$ cat src/rtl/id_ex_register.sv
// ID/EX pipeline register with load-use hazard detection.
// Priority on each edge: downstream hold, flush bubble, hazard bubble, empty-ID bubble, load.
module id_ex_register #(
  parameter int DATA_WIDTH = 32
) (
  input  logic                  clk,
  input  logic                  rst_n,
  input  logic                  idValid,
  input  logic [4:0]            idRs,
  input  logic [4:0]            idRt,
  input  logic [4:0]            idRd,
  input  logic [5:0]            idFunct,
  input  logic [1:0]            idAluOp,
  input  logic                  idRegDst,
  input  logic                  idAluSrc,
  input  logic                  idMemRead,
  input  logic                  idMemWrite,
  input  logic                  idMemToReg,
  input  logic                  idRegWrite,
  input  logic [DATA_WIDTH-1:0] idReadData1,
  input  logic [DATA_WIDTH-1:0] idReadData2,
  input  logic [DATA_WIDTH-1:0] idSignExtImm,
  input  logic                  exStallIn,
  input  logic                  flush,
  output logic                  exValid,
  output logic [4:0]            exRs,
  output logic [4:0]            exRt,
  output logic [4:0]            exRd,
  output logic [5:0]            exFunct,
  output logic [1:0]            exAluOp,
  output logic                  exRegDst,
  output logic                  exAluSrc,
  output logic                  exMemRead,
  output logic                  exMemWrite,
  output logic                  exMemToReg,
  output logic                  exRegWrite,
  output logic [DATA_WIDTH-1:0] exReadData1,
  output logic [DATA_WIDTH-1:0] exReadData2,
  output logic [DATA_WIDTH-1:0] exSignExtImm,
  output logic                  hazardStall
);

  logic rt_nonzero_s;
  logic rt_match_s;
  logic bubble_s;

  // Load-use detection against the instruction currently in EX; $zero never hazards.
  always_comb begin
    rt_nonzero_s = (exRt != 5'd0);
    rt_match_s   = (exRt == idRs) | (exRt == idRt);
    hazardStall  = exValid & exMemRead & idValid & rt_nonzero_s & rt_match_s;
    bubble_s     = flush | hazardStall | ~idValid;
  end

  // Pipeline register update: hold wins, any bubble source clears, otherwise capture ID.
  always_ff @(posedge clk or negedge rst_n) begin
    if (!rst_n) begin
      exValid      <= 1'b0;
      exRs         <= 5'd0;
      exRt         <= 5'd0;
      exRd         <= 5'd0;
      exFunct      <= 6'd0;
      exAluOp      <= 2'd0;
      exRegDst     <= 1'b0;
      exAluSrc     <= 1'b0;
      exMemRead    <= 1'b0;
      exMemWrite   <= 1'b0;
      exMemToReg   <= 1'b0;
      exRegWrite   <= 1'b0;
      exReadData1  <= {DATA_WIDTH{1'b0}};
      exReadData2  <= {DATA_WIDTH{1'b0}};
      exSignExtImm <= {DATA_WIDTH{1'b0}};
    end else if (exStallIn) begin
      exValid      <= exValid;
      exRs         <= exRs;
      exRt         <= exRt;
      exRd         <= exRd;
      exFunct      <= exFunct;
      exAluOp      <= exAluOp;
      exRegDst     <= exRegDst;
      exAluSrc     <= exAluSrc;
      exMemRead    <= exMemRead;
      exMemWrite   <= exMemWrite;
      exMemToReg   <= exMemToReg;
      exRegWrite   <= exRegWrite;
      exReadData1  <= exReadData1;
      exReadData2  <= exReadData2;
      exSignExtImm <= exSignExtImm;
    end else if (bubble_s) begin
      exValid      <= 1'b0;
      exRs         <= 5'd0;
      exRt         <= 5'd0;
      exRd         <= 5'd0;
      exFunct      <= 6'd0;
      exAluOp      <= 2'd0;
      exRegDst     <= 1'b0;
      exAluSrc     <= 1'b0;
      exMemRead    <= 1'b0;
      exMemWrite   <= 1'b0;
      exMemToReg   <= 1'b0;
      exRegWrite   <= 1'b0;
      exReadData1  <= {DATA_WIDTH{1'b0}};
      exReadData2  <= {DATA_WIDTH{1'b0}};
      exSignExtImm <= {DATA_WIDTH{1'b0}};
    end else begin
      exValid      <= 1'b1;
      exRs         <= idRs;
      exRt         <= idRt;
      exRd         <= idRd;
      exFunct      <= idFunct;
      exAluOp      <= idAluOp;
      exRegDst     <= idRegDst;
      exAluSrc     <= idAluSrc;
      exMemRead    <= idMemRead;
      exMemWrite   <= idMemWrite;
      exMemToReg   <= idMemToReg;
      exRegWrite   <= idRegWrite;
      exReadData1  <= idReadData1;
      exReadData2  <= idReadData2;
      exSignExtImm <= idSignExtImm;
    end
  end

endmodule

$ cat config.mk
export PLATFORM = sky130hd
export DESIGN_NAME = id_ex_register
export DESIGN_NICKNAME = d
export VERILOG_FILES = /design/src/rtl/id_ex_register.sv
export SDC_FILE = /design/constraint.sdc
export NUM_CORES = 1
export LEC_CHECK = 0
export BUFFER_PORTS_ARGS = -buffer_cell sky130_fd_sc_hd__buf_2
export CORE_MARGIN = 1
export CORE_UTILIZATION = 30
export CTS_BUF_LIST = sky130_fd_sc_hd__clkbuf_16
export DETAILED_ROUTE_END_ITERATION = 8
export PLACE_DENSITY = 0.65
export SYNTH_ARGS = -nofsm -noshare
export SYNTH_HDL_FRONTEND = slang
export SYNTH_SLANG_ARGS = --single-unit
$ cat constraint.sdc
create_clock -name clk -period 4.1 [get_ports clk]
set_clock_uncertainty 0.05 [all_clocks]
set_input_delay 0.615 -clock clk [delete_from_list [all_inputs] [get_ports clk]]
set_output_delay 0.615 -clock clk [all_outputs]
set_load 0.05 [all_outputs]
# After elaboration in Yosys (flattened, before gate mapping)
# Index checks and enable logic that the tools add are counted.
[op_classes]
n_reduce_logical = 1
mux = 15
n_bitwise = 8
eq_ne = 2
[op_table]
columns = ["op", "count"]
rows = [
  ["$mux 32", 3],
  ["$mux 5", 3],
  ["$eq 5x5->1", 2],
  ["$mux 1", 7],
  ["$mux 6", 1],
  ["$reduce_bool 5->1", 1],
  ["$and 1x1->1", 4],
  ["$or 1x1->1", 3],
  ["$mux 2", 1],
  ["$not 1->1", 1],
]
[totals]
register_bits = 126
in_bits = 130
output_inout_bits = 127
wordCells = 41

# Logic depth before layout (Yosys ltp)
[depth]
word_depth = 7
mapped_depth = 7
mapped_depth_nobuf = 4

# Worst setup path before layout
# Ideal clock, no wire load.
[synth_path]
path_kind = "reg-to-output"
startpoint = "reg exRt[0]"
endpoint = "out hazardStall"
path_buffers = 1
setup_slack_ps = 1222
required_ps = 3435
arrival_ps = 2213
path_stages_with_launch = 6
cell_sequence = "dfrtp_1 xnor2_1 nand3_1 o22ai_2 buf_2 nor2b_1"
[synth_via]
elab_chain_cells = 3
word_cells_on_any_way = 6
classes_between = "eq/ne: 2; bitwise: 3; reduce/logical: 1"
[synth_lines]
columns = ["element", "line_no", "rtl"]
rows = [
  ["start: declaration", "27", "output logic [4:0] exRt,"],
  ["start signal: assignment", "76", "exRt <= exRt;"],
  ["start signal: assignment", "108", "exRt <= idRt;"],
  ["$eq 5x5->1 or $reduce_bool 5->1 (tied branches)", "50, 49", ""],
  ["$or 1x1->1 or $and 1x1->1 (tied branches)", "50, 51", ""],
  ["$and 1x1->1 *", "51", "hazardStall = exValid & exMemRead & idValid & rt_nonzero_s & rt_match_s;"],
  ["end: declaration", "40", "output logic hazardStall"],
]
# Every way passes the cells marked *; elsewhere a longest branch is shown, timed or not.

# Worst setup path after layout
# Same ends and word-level chain as after synthesis.

==> run_results.csv <==
group,metric,value,unit
clock_tree,post_cts_resized,0,
clock_tree,cts_tree,"built",
setup_path,cp_max_fo,5,
min_path,hp-class,"input port to async pin",
grt,grt_antenna_before_repair,0,
grt,grtUsageTotal,0.171,
clock_tree,path_clk_slew,0.06,ns
place,dp_hpwl,10300,um
place,postPlaceCellArea,7230,um2
setup_path,start_kind,"flip-flop",
clock_tree,postCtsSetupBuffers,0,
sta,finalMaxSlewViolations,0,
synth,synthMuxAreaShare,0,
drt,num_vias,5589,
sta,setup_viol,0,
die,dieArea,19900,um2
finish,design_area,7770,um2
die,core-area,18800,um2
finish,fill_cells,1857,
setup_path,rr_worst_depth,5,
synth,syn-num-nets,721,
drt,ant_nets,0,
synth,synth-simple-area-share,0.0879,
drt,drcViolationCount,0,
job,maxCapViolCount,0,
synth,syn_area,5810,um2
clock_tree,cts_buffer_depth,2,
sta,fin_crit_sh,0.660,
place,gp_congestion,0.760,
clock_tree,clock-sinks,126,
die,die_y,141,um
grt,grt_max_degree,252,
power,p_leak,3.55,nW
clock_tree,worstSkewPairLatency,0.41,ns
sta,fmax,370,MHz
die,rows,50,
finish,nNetsFinal,934,
drt,wl_per_cell,16.0,um
synth,synth-seq-cells,126,
finish,multi_input_area,2390,um2
clock_tree,hold_buffers,0,
finish,antenna-diode-count,0,
grt,gr-total-overflow,0,
power,vdd_drop_max,0.263,mV
setup_path,crit_type,"flip-flop to primary output",
clock_tree,htree_levels,4,
drt,post_drt_via_cell_ratio,5.19,
setup_path,r2r-end,"exReadData2[3]",
setup_path,reg2reg_from,"exRt[2]",
finish,final_layout_size_suffix_gt1_frac,0.360,
synth,synthDistinctLibCells,20,
synth,synth_top_family_by_area,"compound AO/OA/AOI/OAI gates",
place,io_buffers,256,
sta,tns,0,ns
clock_tree,cts_buffers,17,
clock_tree,cts_root_buf,"clkbuf_16",
sta,hold_violations,0,
synth,seq_area_frac_synth,0.543,
sta,tightest_slew,1.09,ns
power,power.density,486,nW/um2
setup_path,crit_required,3.43,ns
synth,yosys_warnings,0,
die,chipWidth,141,um
sta,min_period,2.71,ns
synth,synthXorXnorAreaFrac,0.0151,
die,io_pins,257,
setup_path,reg2reg_setup_slack,1.77,ns
sta,max_slew_margin,0.273,
sta,grt_setup_unrepaired,"false",
die,start_util,0.309,
grt,grt_pass1_vias,5032,
outcome,status,"complete, no violations",
sta,hold_ws,0.226,ns
power,p_total,3.78,mW
drt,drt-total-wl,17300,um
setup_path,crit_arrival,2.04,ns
drt,drt_pass1_iterations,5,
finish,area_delta_synth_final,33.7,%
synth,synth-compound-area-share,0.302,
synth,synth_fa_ha_area_frac,0,
drt,dr.first_iter.drc_count,382,
setup_path,endpoint_kind,"primary output",
finish,seq_area,3150,um2
synth,syn_area_per_cell,9.83,um2
grt,grt_pass1_wl,27200,um
synth,syn-instance-count,591,
[cell usage in the layout, fill, tap and decap left out, drive strengths merged]
master    count
bufinv        1
buf         262
o21ai       125
a22oi         1
or4           1
nor2          1
dfrtp       126
nand2       127
nand2b        1
o22ai         1
clkinv        9
xnor2        10
clkinvlp      3
clkbuf       17
nand3         2
nor2b         1
o2111ai       1
inv           2
o31ai         1
a32oi       125
[worst max path at each step]
stage	start	endpoint	slack [ns]
floorplan	exRt[0]	hazardStall	1.22
global placement	idRs[4]	hazardStall	1.57
detailed placement	idRs[4]	hazardStall	1.59
CTS	exRt[1]	hazardStall	1.35
global route	exRt[0]	hazardStall	1.30
finish	exRt[0]	hazardStall	1.39
[cell usage after synthesis, drive strengths merged]
cell type  count  area [um2]
nor2b          1        6.26
dfrtp        126        3150
a22oi          1        7.51
a32oi        125        1090
clkbuf        52         195
nand2        127         477
o2111ai        1        8.76
nor2           1        3.75
o31ai          1        7.51
nand2b         1        6.26
o22ai          1        12.5
or4            1        7.51
xnor2         10        87.6
nand3          2        10.0
buf           16         106
o21ai        125         626
[worst max-delay path: stages (launching register included)]
cell,delay (ns)
dfrtp_1,0.48
xnor2_1,0.19
nand3_1,0.15
o22ai_4,0.23
nor2b_1,0.25
buf_2,0.32
[cells by family (layout without fill, tap and decap cells)]
kind of cell | Yosys count | count (layout)
AND/OR/NAND/NOR | 133 | 133
buffers and inverters | 68 | 294
AO/OA/AOI/OAI | 254 | 254
flip-flops | 126 | 126
XOR/XNOR | 10 | 10
[routing by layer]
metal	global-route usage	wire [um]	up-vias
li1	-	-	2675
met1	0.228	7650	2670
met2	0.261	8160	220
met3	0.0482	1080	24
met4	0.0709	388	0
met5	0	0	-
[power breakdown]
group          leakage, nW  switching (mW)  total, mW  internal (mW)
combinational         1.63           0.729      0.957          0.228
clock                0.268           0.560       1.38          0.818
sequential            1.65          0.0746       1.44           1.37
[cell type report]
type	instances	area share
Multi-Input combinational cell	397	0.307
Sequential cell	126	0.406
Timing Repair Buffer	262	0.176
Clock inverter	15	0.0139
Tap cell	260	0.0419
Clock buffer	17	0.0548
[sequential cells by signal (all words and copies together), names as in the netlist]
register / flops
exRs: 5
exRegWrite: 1
exRt: 5
exRd: 5
exFunct: 6
exMemWrite: 1
exAluSrc: 1
exReadData2: 32
exMemToReg: 1
exAluOp: 2
exValid: 1
exRegDst: 1
exReadData1: 32
exSignExtImm: 32
exMemRead: 1
[per-stage QoR]
stage,setup WS [ns],cells,utilization
global placement,1.57,1045,0.384
floorplan,1.22,591,-
finish,1.39,1077,0.412
global route,1.30,1077,0.412
detailed placement,1.59,1045,0.384
CTS,1.35,1077,0.412
(Power assumes the default switching activity.)
